### config.mk
export PLATFORM = sky130hd
export DESIGN_NAME = hbf_phase_merge
export DESIGN_NICKNAME = d
export VERILOG_FILES = /design/src/rtl/hbf_phase_merge.sv
export SDC_FILE = /design/constraint.sdc
export NUM_CORES = 1
export LEC_CHECK = 0
export ABC_CLOCK_PERIOD_IN_PS = 5350
export BUFFER_PORTS_ARGS = -buffer_cell sky130_fd_sc_hd__buf_2
export CORE_ASPECT_RATIO = 0.8
export CORE_MARGIN = 4
export CORE_UTILIZATION = 28
export DETAILED_ROUTE_END_ITERATION = 7
export GPL_ROUTABILITY_DRIVEN = 0
export RECOVER_POWER = 100
export SLEW_MARGIN = 30
export SYNTH_ARGS = -nofsm -noshare
export SYNTH_HDL_FRONTEND = slang
export SYNTH_SLANG_ARGS = --single-unit
### constraint.sdc
create_clock -name clk -period 5.35 [get_ports clk]
set_input_delay 0.535 -clock clk [delete_from_list [all_inputs] [get_ports clk]]
set_output_delay 0.535 -clock clk [all_outputs]
set_load 0.05 [all_outputs]
### src/rtl/hbf_phase_merge.sv
// rtl/hbf_phase_merge.sv - polyphase pair FIFO with top/bottom interleaved output
module hbf_phase_merge #(
    parameter int DATA_WIDTH = 16,
    parameter int FIFO_DEPTH = 4
) (
    input  logic                          clk,
    input  logic                          rst,
    input  logic                          in_valid,
    output logic                          in_ready,
    input  logic [DATA_WIDTH-1:0]         in_sample_top,
    input  logic [DATA_WIDTH-1:0]         in_sample_bottom,
    output logic                          out_valid,
    input  logic                          out_ready,
    output logic [DATA_WIDTH-1:0]         out_sample,
    output logic                          out_phase,
    output logic [$clog2(FIFO_DEPTH):0]   pairs_pending
);

    localparam int AW = $clog2(FIFO_DEPTH);
    localparam int CW = AW + 1;

    typedef enum logic {
        PH_TOP    = 1'b0,
        PH_BOTTOM = 1'b1
    } phase_t;

    // Pair storage: each entry holds the even and odd sample of one pair.
    logic [DATA_WIDTH-1:0] r_mem_top [FIFO_DEPTH];
    logic [DATA_WIDTH-1:0] r_mem_bot [FIFO_DEPTH];

    logic [AW-1:0] r_wr_ptr;
    logic [AW-1:0] r_rd_ptr;
    logic [CW-1:0] r_count;
    phase_t        r_phase;
    phase_t        w_phase_next;

    logic          w_push;
    logic          w_pop;
    logic          w_out_fire;
    logic          w_not_empty;

    // Readiness comes only from registered occupancy, so a pop never frees a slot in the same cycle.
    assign in_ready    = (r_count != CW'(FIFO_DEPTH));
    assign w_not_empty = (r_count != '0);
    assign out_valid   = w_not_empty;
    assign w_push      = in_valid && in_ready;
    assign w_out_fire  = out_valid && out_ready;

    // Head sample selected by phase; gated to zero when empty so reset shows a clean output.
    assign out_sample    = !w_not_empty           ? '0 :
                           (r_phase == PH_BOTTOM) ? r_mem_bot[r_rd_ptr] :
                                                    r_mem_top[r_rd_ptr];
    assign out_phase     = (r_phase == PH_BOTTOM);
    assign pairs_pending = r_count;

    // Next phase and head pop: the head entry retires only once its bottom sample is taken.
    always_comb begin
        w_phase_next = r_phase;
        w_pop        = 1'b0;
        case (r_phase)
            PH_TOP: begin
                if (w_out_fire) begin
                    w_phase_next = PH_BOTTOM;
                end
            end
            PH_BOTTOM: begin
                if (w_out_fire) begin
                    w_phase_next = PH_TOP;
                    w_pop        = 1'b1;
                end
            end
            default: begin
                w_phase_next = PH_TOP;
            end
        endcase
    end

    // Phase register; reset discards any half-emitted pair by returning to the top phase.
    always_ff @(posedge clk or posedge rst) begin
        if (rst) begin
            r_phase <= PH_TOP;
        end else begin
            r_phase <= w_phase_next;
        end
    end

    // Pointers and occupancy; a simultaneous push and pop leaves the count unchanged.
    always_ff @(posedge clk or posedge rst) begin
        if (rst) begin
            r_wr_ptr <= '0;
            r_rd_ptr <= '0;
            r_count  <= '0;
        end else begin
            if (w_push) begin
                r_wr_ptr <= r_wr_ptr + AW'(1);
            end
            if (w_pop) begin
                r_rd_ptr <= r_rd_ptr + AW'(1);
            end
            case ({w_push, w_pop})
                2'b10:   r_count <= r_count + CW'(1);
                2'b01:   r_count <= r_count - CW'(1);
                default: r_count <= r_count;
            endcase
        end
    end

    // Pair write; storage contents need no reset because output is gated by occupancy.
    always_ff @(posedge clk) begin
        if (w_push) begin
            r_mem_top[r_wr_ptr] <= in_sample_top;
            r_mem_bot[r_wr_ptr] <= in_sample_bottom;
        end
    end

endmodule

==> run_results.csv <==
group,metric,value,unit
final_layout,syn2layout_area_growth,18.6,%
setup_path,cp_max_fo,16,
synth,synth_top_area_share,72.1,%
global_route,grt_pass1_wl,15.8,mm
setup_path,crit_required,4.82,ns
route,drt_first_pass_iters,5,
setup_path,crit_buf_inv,1,
global_route,grt-ovfl-total,0,
setup_path,critPathLaunchType,"flip-flop",
synth,yosysMostFrequentCell,"edfxtp_1",
synth,synth_cell_types,25,
die,start_util,28.9,%
die,die_h,131,microns
flow_run,max-cap-violations,5,
route,drcViolationCount,0,
hold_path,hold_class,"primary input to async pin",
synth,synth_edf_count,128,
clocking,path_clk_slew,0.06,ns
sta,finClkSkew,0.00520,ns
die,fp.dieArea,0.0213,sq mm
sta,fmax,269,MHz
final_layout,nets,339,
sta,setup_viol,0,
pwr,power,4.03,mW
clocking,cts-htree-levels,4,
synth,async_flop_share,5.88,%
die,core.rowCount,44,
final_layout,drive_gt1_share,16.5,%
pwr,p_per_area,638,mW/mm^2
synth,synth.top_cells.by_area,"edfxtp_1, mux4_1, mux4_2",
sta,period_share,69.4,%
synth,ys.flop_type,"edfxtp_1",
die,core,0.0184,sq mm
pwr,p_leak,2.10,nW
route,wl,10.2,mm
synth,synth-seq-cells,136,
clocking,cts-root-buf,"clkbuf_16",
sta,tns,0,ns
clocking,hold_buffers,0,
synth,yosysWarnings,0,
synth,synth_area_leader_cell,"edfxtp_1",
clocking,cts.sinks,136,
setup_path,cp.arrival,3.18,ns
synth,synth_area,0.00533,sq mm
route,via_per_inst,4.41,
final_layout,seqCellArea,0.00405,sq mm
global_route,track_usage,10.1,%
global_route,grt_pass1_vias,2714,
setup_path,criticalPathCategory,"flip-flop to output port",
run_status,violations,"max-capacitance violations, max-slew violations",
route,ant_nets,0,
global_route,antenna_found_initial,2,
die,pin_count,58,
placement,hpwl,5.94,mm
setup_path,cp-end-kind,"output port",
final_layout,multi_input_area,0.00116,sq mm
synth,syn_avg_cell_area,23.2,sq um
setup_path,r2r_setup_slack,2.83,ns
final_layout,fillCellCount,1733,
setup_path,slowest_stage,"nor2b_1",
run_status,status,"complete, but fails checks",
clocking,numCtsBuffers,17,
clocking,cts-resized-gates,0,
synth,yosysSeqAreaShare,75.9,%
sta,maxSlewHeadroom,-20.9,%
final_layout,antenna_cells,0,
sta,period_needed,3.71,ns
route,vias,2476,
placement,portBuffers,57,
clocking,tritoncts,"done",
synth,synthTopCellsByCount,"edfxtp_1, mux4_2, a22o_1",
clocking,cts_setup_buffers,0,
sta,finalHoldViolations,0,
die,die_w,162,microns
route,drt-initial-drc-count,143,
sta,rsz0062_at_grt,"no",
setup_path,crit_chain,"nor3_1 > nor2b_1 > a22o_1 > clkbuf_1",
clocking,insertion_delay,0.41,ns
synth,synth_nets,273,
setup_path,critPathTopFamily,"simple AND/OR/NAND/NOR gates",
clocking,clockBufferDepth,2,
sta,worst_pin_slew,1.81,ns
pwr,vdd.ir_drop.worst,337,uV
global_route,grt_max_degree,35,
sta,maxSlewViolCount,149,
route,wl_per_cell,18.2,microns
synth,syn_inst,230,
setup_path,max_stage_delay,1.33,ns
==> state kept, by name (all words and copies together) (netlist names) <==
register	flops
r_wr_ptr	2
r_mem_bot	64
out_phase	1
r_rd_ptr	2
pairs_pending	3
r_mem_top	64
==> cells in the final DEF, fill, tap and decap left out, types with 2 or more instances in the layout <==
master and count:
a22o_1 16, and3_1 4, buf_2 4, clkbuf_1 54
clkbuf_16 17, clkinv_1 4, clkinv_2 3, clkinv_4 4
clkinvlp_4 2, dfrtp_1 7, edfxtp_1 128, ha_1 6
inv_1 8, mux4_1 15, mux4_2 17, xnor2_1 3
xor2_1 3
==> power breakdown <==
part	switching, mW	internal [mW]	total (mW)	leakage [nW]
combinational	0.959	0.451	1.41	0.573
sequential	0.147	1.43	1.57	1.27
clock	0.417	0.630	1.05	0.260
total	1.52	2.51	4.03	2.10
==> through the flow <==
stage / hold slack (ns) / worst slack (ns) / std cells / utilization [%] / instance area (sq um)
final: 0.0634 / 1.64 / 562 / 34.3 / 6320
after global routing: 0.0872 / 1.41 / 562 / 34.3 / 6320
after CTS: 0.0512 / 2.32 / 562 / 34.7 / 6410
after detailed placement: 0.498 / 2.77 / 530 / 31.8 / 5870
after global placement: 0.495 / 2.52 / 530 / 31.8 / 5860
after floorplan: 0.351 / 2.86 / 230 / - / 5330
==> area by class of cell <==
class | count | area share [%]
inverter | 8 | 0.475
tap | 253 | 5.01
timing repair buffer | 58 | 3.58
multi-input combinational | 75 | 18.4
clock buffer | 18 | 6.79
sequential | 136 | 64.0
clock inverter | 14 | 1.74
==> worst paths after layout <==
kind	start	end	cells past startpoint
worst max-delay path	pairs_pending[0]$_DFFE_PP0P_	out_sample[7]	4
worst max register to register	pairs_pending[2]$_DFFE_PP0P_	r_mem_bot[1][3]$_DFFE_PP_	2
min in group clk	in_sample_top[13]	r_mem_top[3][13]$_DFFE_PP_	1
max in group asynchronous	rst	r_rd_ptr[0]$_DFFE_PP0P_	2
worst min register to register	pairs_pending[2]$_DFFE_PP0P_	pairs_pending[2]$_DFFE_PP0P_	1
worst min-delay path	rst	pairs_pending[2]$_DFFE_PP0P_	2
==> layer usage <==
layer | global-route usage (%) | wire [microns] | up-vias
li1 | - | - | 1108
met1 | 13.0 | 4610 | 1284
met2 | 15.6 | 4880 | 58
met3 | 3.29 | 491 | 22
met4 | 4.65 | 204 | 4
met5 | 0 | 21 | -
==> cell families after synthesis <==
logic type | count (synthesis) | share of synthesized area (%)
buffers and inverters | 19 | 2.37
xor gates and xnor gates | 6 | 0.986
muxes | 34 | 15.0
and+or+nand+nor | 12 | 1.41
AOI/OAI and AO/OA | 16 | 2.63
adders and majority gates | 7 | 1.78
DFF | 136 | 75.9
(Power assumes the default switching activity.)
